File: src/rtl/div_seq.sv
// div_seq: 32-bit sequential restoring divider, {remainder, quotient} after 32 steps.
// Optional DIV_ANNUL_EN: annul_i aborts an operation in flight.
module div_seq (
  input  logic        clk,
  input  logic        rst,
  input  logic        start_i,
  input  logic        annul_i,
  input  logic        signed_div_i,
  input  logic [31:0] opdata1_i,
  input  logic [31:0] opdata2_i,
  output logic [63:0] result_o,
  output logic        ready_o,
  output logic        busy_o
);
  typedef enum logic [1:0] {IDLE, DIVZERO, ON, END} state_t;
  state_t      state, state_nx;
  logic [5:0]  cnt, cnt_nx;
  logic [64:0] w, w_nx, sh, step;
  logic [32:0] diff;
  logic [31:0] dvs, dvs_nx, mag1, mag2, q, r, fix_q, fix_r;
  logic        sgn, sgn_nx, s1, s1_nx, s2, s2_nx;
  logic [63:0] result_nx;
  logic        ready_nx, annul_x, latch;
`ifdef DIV_ANNUL_EN
  assign annul_x = annul_i;
`else
  assign annul_x = 1'b0;
`endif
  assign latch  = start_i && !annul_i;
  assign busy_o = (state == DIVZERO) || (state == ON) || (state == IDLE && latch);
  always_comb begin
    sh    = w << 1;
    diff  = sh[64:32] - {1'b0, dvs};
    step  = diff[32] ? sh : {diff, sh[31:1], 1'b1};
    q     = step[31:0];
    r     = step[63:32];
    fix_q = (sgn && (s1 ^ s2)) ? -q : q;
    fix_r = (sgn && s1) ? -r : r;
    mag1  = (signed_div_i && opdata1_i[31]) ? -opdata1_i : opdata1_i;
    mag2  = (signed_div_i && opdata2_i[31]) ? -opdata2_i : opdata2_i;
    state_nx  = state;
    cnt_nx    = cnt;
    w_nx      = w;
    dvs_nx    = dvs;
    sgn_nx    = sgn;
    s1_nx     = s1;
    s2_nx     = s2;
    result_nx = result_o;
    ready_nx  = ready_o;
    case (state)
      IDLE: if (latch) begin
        sgn_nx   = signed_div_i;
        s1_nx    = signed_div_i && opdata1_i[31];
        s2_nx    = signed_div_i && opdata2_i[31];
        dvs_nx   = mag2;
        w_nx     = {33'b0, mag1};
        cnt_nx   = 6'd0;
        state_nx = (opdata2_i == 32'b0) ? DIVZERO : ON;
      end
      DIVZERO: begin
        state_nx  = END;
        result_nx = 64'b0;
        ready_nx  = 1'b1;
      end
      ON: begin
        w_nx   = step;
        cnt_nx = cnt + 6'd1;
        if (cnt == 6'd31) begin
          state_nx  = END;
          result_nx = {fix_r, fix_q};
          ready_nx  = 1'b1;
        end
      end
      END: if (!start_i) begin
        state_nx  = IDLE;
        result_nx = 64'b0;
        ready_nx  = 1'b0;
      end
      default: state_nx = IDLE;
    endcase
    if (annul_x && state != IDLE) begin
      state_nx  = IDLE;
      result_nx = 64'b0;
      ready_nx  = 1'b0;
    end
  end
  always_ff @(posedge clk or posedge rst) begin
    if (rst) begin
      state    <= IDLE;
      cnt      <= 6'd0;
      w        <= 65'b0;
      dvs      <= 32'b0;
      sgn      <= 1'b0;
      s1       <= 1'b0;
      s2       <= 1'b0;
      result_o <= 64'b0;
      ready_o  <= 1'b0;
    end else begin
      state    <= state_nx;
      cnt      <= cnt_nx;
      w        <= w_nx;
      dvs      <= dvs_nx;
      sgn      <= sgn_nx;
      s1       <= s1_nx;
      s2       <= s2_nx;
      result_o <= result_nx;
      ready_o  <= ready_nx;
    end
  end
endmodule

File: config.mk
export PLATFORM = sky130hd
export DESIGN_NAME = div_seq
export DESIGN_NICKNAME = d
export VERILOG_FILES = /design/src/rtl/div_seq.sv
export SDC_FILE = /design/constraint.sdc
export NUM_CORES = 1
export LEC_CHECK = 0
export ABC_AREA = 1
export ABC_CLOCK_PERIOD_IN_PS = 7800
export BUFFER_PORTS_ARGS = -buffer_cell sky130_fd_sc_hd__buf_2
export CAP_MARGIN = 15
export CORE_AREA = 5 5 160 162
export CTS_CLUSTER_SIZE = 30
export DETAILED_ROUTE_END_ITERATION = 7
export DIE_AREA = 0 0 165 167
export GPL_TIMING_DRIVEN = 0
export PLACE_DENSITY = 0.86
export SYNTH_ARGS = -nofsm -noshare
export SYNTH_HDL_FRONTEND = slang
export SYNTH_SLANG_ARGS = --single-unit
File: constraint.sdc
create_clock -name clk -period 7.8 [get_ports clk]
set_clock_uncertainty 0.15 [all_clocks]
set_input_delay 1.56 -clock clk [delete_from_list [all_inputs] [get_ports clk]]
set_output_delay 1.56 -clock clk [all_outputs]
set_load 0.02 [all_outputs]
==> results of run 1 <==
[cells in the final DEF (no fill, tap or decap), types with 22 or more instances in the layout]
cell and n:
dfrtp_1 172, inv_1 245, o221ai_1 32, ha_1 40, a21oi_1 61, nand3_1 120
clkbuf_1 42, nor2_1 170, nand2_2 34, o21ai_0 118, nand2_1 620, nor3_1 31
buf_2 138, xor2_1 64, o21ai_1 22
[worst min path at each step]
stage | start | to | depth (start not counted)
3_3_place_gp | result_o[60] | result_o[60] | 2
4_1_cts | result_o[27] | result_o[27] | 2
6_report | result_o[55] | result_o[55] | 2
5_1_grt | result_o[61] | result_o[61] | 2
2_1_floorplan | dvs[10] | dvs[10] | 2
3_5_place_dp | result_o[13] | result_o[13] | 2
[kinds of logic (layout without fill, tap and decap cells)]
family / after synthesis / after routing
AND/OR/NAND/NOR: 1056 / 1056
buffers and inverters: 325 / 492
AO/OA/AOI/OAI: 277 / 277
flip-flops: 172 / 172
XOR/XNOR: 76 / 76
adder cells (fa/ha/maj): 41 / 41
[per-layer routing]
layer  share of wire, %  GRT usage, %  wire length (µm)  up-vias
met5                  0             0                 0        -
met1                 43          45.0             18600     6293
met3                8.4          4.87              3620       81
met2                 45          48.6             19500      629
li1                   -             -                 -     6528
met4                2.8          9.08              1210        0
[critical path, delay by kind of cell (launching register included)]
kind | cells | cell delay, ps
DFF | 1 | 360
and+or+nand+nor | 21 | 3360
adders and majority gates | 3 | 860
buffers and inverters | 4 | 560
AOI/OAI and AO/OA | 2 | 260
[layout make-up]
cell class	count	area (µm²)
Clock inverter	15	219
Multi-Input combinational cell	1450	7370
Sequential cell	172	4300
Buffer	54	273
Tap cell	324	405
Fill cell	2266	9250
Timing Repair Buffer	135	698
Clock buffer	17	425
Inverter	271	1020
[metrics by stage]
stage	hold WS, ps	util [%]	setup TNS, ps	std cells
after floorplan	303	-	0	1947
after global placement	307	58.6	-92610	2405
after detailed placement	311	58.7	0	2406
after CTS	331	61.4	0	2438
after global routing	348	61.4	0	2438
final	327	61.4	0	2438
[flip-flops by register name, indices dropped and copies added, names as in the netlist]
name and flops:
cnt 6, dvs 32, ready_o 1, result_o 64
s1 1, s2 1, sgn 1, state 2
w 64
==> impl_metrics.env, run 1 <==
export IMPL_clock_root_buffer="clkbuf_16"
export IMPL_regToRegStartpoint="w[31]"
export IMPL_rows=57
export IMPL_cts_buffers=17
export IMPL_drt_iter0_drc=1620
export IMPL_ys_warn_count=0
export IMPL_tightest_slew_ps=1240
export IMPL_finalCritPeriodShare_pct=71.9
export IMPL_crit_path_max_fanout=10
export IMPL_fmax_mhz=178
export IMPL_antenna_found_initial=0
export IMPL_synth_area_top_cells="dfrtp_1 33%, nand2_1 18%, inv_1 7.1%"
export IMPL_syn_cell_area_um2=13000
export IMPL_r2r_cells=30
export IMPL_synth_compound_area_share_pct=12.5
export IMPL_yosysTopAreaCellShare_pct=33.2
export IMPL_hold_violations=0
export IMPL_synth_xor_area_share_pct=5.14
export IMPL_crit_type="flip-flop to flip-flop"
export IMPL_vias_per_cell=5.55
export IMPL_syn_avg_cell_area_um2=6.66
export IMPL_die_w_um=165
export IMPL_postCtsSetupBuffers=0
export IMPL_holdCritPathClass="flip-flop to flip-flop"
export IMPL_async_reset_ff_share_pct=100
export IMPL_cts_resized=0
export IMPL_crit_path_start_kind="flip-flop"
export IMPL_netlist_instances=1947
export IMPL_cp_data_arrival_time_ps=5820
export IMPL_status="completed"
export IMPL_grt_pass1_vias=12700
export IMPL_max_cap_viol_count=0
export IMPL_io_pin_count=135
export IMPL_drtPass1Iterations=8
export IMPL_min_period_ps=5610
export IMPL_vias=13500
export IMPL_groute_usage_overall_pct=31.2
export IMPL_critPathRequiredTime_ps=8010
export IMPL_dp_slack_ps=2480
export IMPL_synthFlopType="dfrtp_1"
export IMPL_critPathLaunch="w[31]"
export IMPL_setup_violations=0
export IMPL_synth_simple_gate_area_share_pct=35.2
export IMPL_slowest_stage="fa_1"
export IMPL_synthDistinctLibCells=48
export IMPL_ant_nets=0
export IMPL_synth_mux_area_share_pct=0
export IMPL_synth_edf_count=0
export IMPL_worstSkewPairLatency_ps=440
export IMPL_placed_area_um2=14100
export IMPL_grt_max_degree=133
export IMPL_io_buffers=134
export IMPL_fin_nets=2211
export IMPL_drt_total_wl_um=43000
export IMPL_cts_tree="done"
export IMPL_dp_hpwl_um=33700
export IMPL_clockBufferDepth=2
export IMPL_timing_rr_end="result_o[30]"
export IMPL_detail_route_wl_per_cell_um=17.6
export IMPL_clkTransAtPathRegs_ps=80
export IMPL_hold_buffers=0
export IMPL_synth_fa_ha_area_share_pct=4.02
export IMPL_slew_headroom_pct=16.8
export IMPL_yosys_cell_count_top_type="nand2_1"
export IMPL_overflow=0
export IMPL_cts_sinks=172
export IMPL_cts_htree_levels=4
export IMPL_finalWorstSetupSlack_ps=2190
export IMPL_rsz0062_at_grt="no"
export IMPL_route_detailed_drc=0
export IMPL_design_area_um2=14700
export IMPL_ys_seq_area_share_pct=33.2
export IMPL_initial_utilization_pct=54.1
export IMPL_grt_first_pass_wirelength_um=68300
export IMPL_core_um2=24000
export IMPL_synth_top_family_by_area="simple AND/OR/NAND/NOR gates"
export IMPL_synth_top_cell_by_area="dfrtp_1"
export IMPL_drv_slew=0
export IMPL_antenna_cells=0
export IMPL_place_gp_congestion=0.976
export IMPL_synth_ff_latch_count=172
export IMPL_synth_top_cells_by_count="620 x nand2_1, 246 x inv_1, 172 x dfrtp_1"
export IMPL_critical_path_endpoint="result_o[30]"
export IMPL_drive_gt1_share_pct=13.1
export IMPL_synthToLayoutAreaGrowth_pct=13.5
export IMPL_die_area_um2=27600
export IMPL_setup_worst_path_end_class="flip-flop"
export IMPL_crit_path_frequent_cell="nand2_1"
export IMPL_mappedNetlistNets=2057
export IMPL_fp_dieH_um=167
export IMPL_slowest_delay_ps=480
export IMPL_r2r_slack_ps=2190
Power of run 1 is not shown: default switching activity piles up to over one toggle a cycle in this logic, so the estimate is an artifact.
==> run 2: changes to the inputs <==
==> config.mk (replaced) <==
export PLATFORM = sky130hd
export DESIGN_NAME = div_seq
export DESIGN_NICKNAME = d
export VERILOG_FILES = /design/src/rtl/div_seq.sv
export SDC_FILE = /design/constraint.sdc
export NUM_CORES = 1
export LEC_CHECK = 0
export ABC_AREA = 0
export ABC_CLOCK_PERIOD_IN_PS = 5300
export BUFFER_PORTS_ARGS = -buffer_cell sky130_fd_sc_hd__buf_2
export CAP_MARGIN = 15
export CORE_AREA = 5 5 151 153
export CTS_CLUSTER_SIZE = 30
export DETAILED_ROUTE_END_ITERATION = 7
export DIE_AREA = 0 0 156 158
export GPL_TIMING_DRIVEN = 0
export PLACE_DENSITY = 0.87
export SYNTH_ARGS = -nofsm -noshare
export SYNTH_HDL_FRONTEND = slang
export SYNTH_SLANG_ARGS = --single-unit
==> constraint.sdc (replaced) <==
create_clock -name clk -period 5.3 [get_ports clk]
set_clock_uncertainty 0.15 [all_clocks]
set_input_delay 1.06 -clock clk [delete_from_list [all_inputs] [get_ports clk]]
set_output_delay 1.06 -clock clk [all_outputs]
set_load 0.02 [all_outputs]
==> run 2 against run 1 <==
  * The flow now finishes with violations (setup timing)
  * Die area decreased by 11%
  * Sequential share of layout area grew 2.3 points
  * Worst hold slack gained 0.96 ps
==> impl_metrics.env, run 2 <==
export IMPL_grt_max_degree=45
export IMPL_fin_nets=1677
export IMPL_violations="setup timing"
export IMPL_route_detailed_drc=0
export IMPL_fillCellCount=1748
export IMPL_synth_top_cells_by_count="188 x nand2_1, 185 x o21ai_0, 172 x dfrtp_1"
export IMPL_finalCritPeriodShare_pct=103
export IMPL_antenna_found_initial=0
export IMPL_hold_buffers=0
export IMPL_initial_utilization_pct=53.8
export IMPL_synthToLayoutAreaGrowth_pct=18.5
export IMPL_clock_root_buffer="clkbuf_16"
export IMPL_fp_dieH_um=158
export IMPL_final_common_cell="nand2_1"
export IMPL_setup_violations=6
export IMPL_drive_gt1_share_pct=16.6
export IMPL_synthDistinctLibCells=71
export IMPL_mappedNetlistNets=1495
export IMPL_crit_type="flip-flop to flip-flop"
export IMPL_yosys_cell_count_top_type="nand2_1"
export IMPL_ys_seq_area_share_pct=37.3
export IMPL_die_area_um2=24600
export IMPL_top_regs="result_o (64), w (64), dvs (32)"
export IMPL_die_w_um=156
export IMPL_critPathRequiredTime_ps=5490
export IMPL_groute_usage_overall_pct=27.5
export IMPL_ys_warn_count=0
export IMPL_layout_common_cells="188 x nand2_1, 183 x o21ai_0, 167 x dfrtp_1"
export IMPL_cts_sinks=172
export IMPL_io_buffers=134
export IMPL_cts_htree_levels=4
export IMPL_worstSkewPairLatency_ps=450
export IMPL_core_um2=21400
export IMPL_dp_hpwl_um=26300
export IMPL_max_cap_viol_count=0
export IMPL_vias=11300
export IMPL_synth_ff_latch_count=172
export IMPL_cp_data_arrival_time_ps=5660
export IMPL_crit_path_start_kind="flip-flop"
export IMPL_fmax_mhz=183
export IMPL_netlist_instances=1385
export IMPL_rsz0062_at_grt="yes"
export IMPL_async_reset_ff_share_pct=100
export IMPL_detail_route_wl_per_cell_um=18.4
export IMPL_io_pin_count=135
export IMPL_vias_per_cell=6.09
export IMPL_drtPass1Iterations=8
export IMPL_synth_top_cell_by_area="dfrtp_1"
export IMPL_dp_cells=1803
export IMPL_antenna_cells=0
export IMPL_synthFlopType="dfrtp_1"
export IMPL_drt_iter0_drc=1396
export IMPL_place_gp_congestion=0.933
export IMPL_cts_buffers=17
export IMPL_drv_slew=0
export IMPL_instances_no_fill=1860
export IMPL_ff_latch_area_um2=4310
export IMPL_crit_path_max_fanout=4
export IMPL_grt_pass1_vias=10700
export IMPL_clkTransAtPathRegs_ps=70
export IMPL_finalWorstSetupSlack_ps=-172
export IMPL_syn_avg_cell_area_um2=8.32
export IMPL_synth_edf_count=0
export IMPL_holdCritPathClass="flip-flop to flip-flop"
export IMPL_yosysTopAreaCellShare_pct=37.3
export IMPL_tightest_slew_ps=749
export IMPL_rows=54
export IMPL_clockBufferDepth=2
export IMPL_syn_cell_area_um2=11500
export IMPL_hold_violations=0
export IMPL_ant_nets=0
export IMPL_status="complete, but fails checks"
export IMPL_cts_tree="done"
export IMPL_multi_input_area_um2=6880
export IMPL_drt_total_wl_um=34200
export IMPL_min_period_ps=5470
export IMPL_setup_worst_path_end_class="flip-flop"
export IMPL_grt_first_pass_wirelength_um=54500
export IMPL_overflow=0
export IMPL_slew_headroom_pct=49.6
export IMPL_synth_area_top_cells="dfrtp_1 37%, o21ai_0 8.0%, nand2_1 6.1%"
run 2: final timing paths:
check                              from  cells after the start  slack [ps]      endpoint
min in group asynchronous           rst                      2         540  result_o[14]
hold / removal             result_o[36]                      2         330  result_o[36]
max in group asynchronous           rst                      4        3530       dvs[15]
setup reg to reg                  w[56]                     19        -170  result_o[60]
hold reg to reg            result_o[36]                      2         330  result_o[36]
setup / recovery                  w[56]                     19        -170  result_o[60]
run 2: layout make-up:
class / count / share of cell area, %
Timing Repair Buffer: 173 / 7.47
Clock buffer: 17 / 3.11
Sequential cell: 172 / 31.5
Multi-Input combinational cell: 1079 / 50.4
Buffer: 61 / 1.87
Tap cell: 280 / 2.56
Clock inverter: 15 / 1.24
Inverter: 63 / 1.85
run 2: logic make-up (layout without fill, tap and decap cells):
group / Yosys count / after routing / synth area share [%]
mux: 26 / 26 / 2.29
simple gates: 429 / 429 / 17.5
compound gates: 441 / 441 / 23.1
buf+inv: 134 / 329 / 4.45
fa+ha+maj: 41 / 41 / 4.51
flops: 172 / 172 / 37.3
xor+xnor: 142 / 142 / 10.8
run 2: routing by layer:
metal  track usage (%)  vias to the layer above  part of all wire, %
li1                  -                     5300                    -
met1              38.9                     5304                   42
met2              42.8                      635                   45
met3              5.06                       86                   10
met4              9.09                        0                  2.8
met5                 0                        -                    0
run 2: repair_timing:
| action | 4_1_cts | 5_1_grt |
|---|---|---|
| resized for setup | 15 | 27 |
| endpoints found under the setup margin | 13 | 11 |
| setup buffers | 15 | 20 |
| pin swaps | 12 | 25 |
| endpoints found under the hold margin | 0 | 0 |
run 2: worst max-delay path, cell delays in order (launching register included):
cell      delay (ps)
dfrtp_1          440
ha_4             270
a21o_1           200
a221oi_2         290
o211ai_1         170
a311o_1          370
or3_4            410
and2_4           200
buf_8            130
mux2i_4          240
ha_4             180
inv_2             40
or4_4            480
or4b_4           550
a21oi_4          160
a41oi_4           70
o31ai_4          310
inv_2             60
or3b_1           370
a32o_1           260
run 2: metrics by stage:
| stage | setup WS (ps) | TNS [ps] | util [%] | hold slack, ps | area [µm²] |
|---|---|---|---|---|---|
| after floorplan | -102 | -105 | - | 300 | 11600 |
| after global placement | -900 | -7020 | 58.9 | 309 | 12600 |
| after detailed placement | -927 | -7690 | 59.3 | 315 | 12700 |
| after CTS | -105 | -212 | 62.7 | 331 | 13400 |
| after global routing | -334 | -1770 | 63.8 | 352 | 13700 |
| final | -172 | -736 | 63.8 | 328 | 13700 |
Power of run 2 is left out for the same reason.
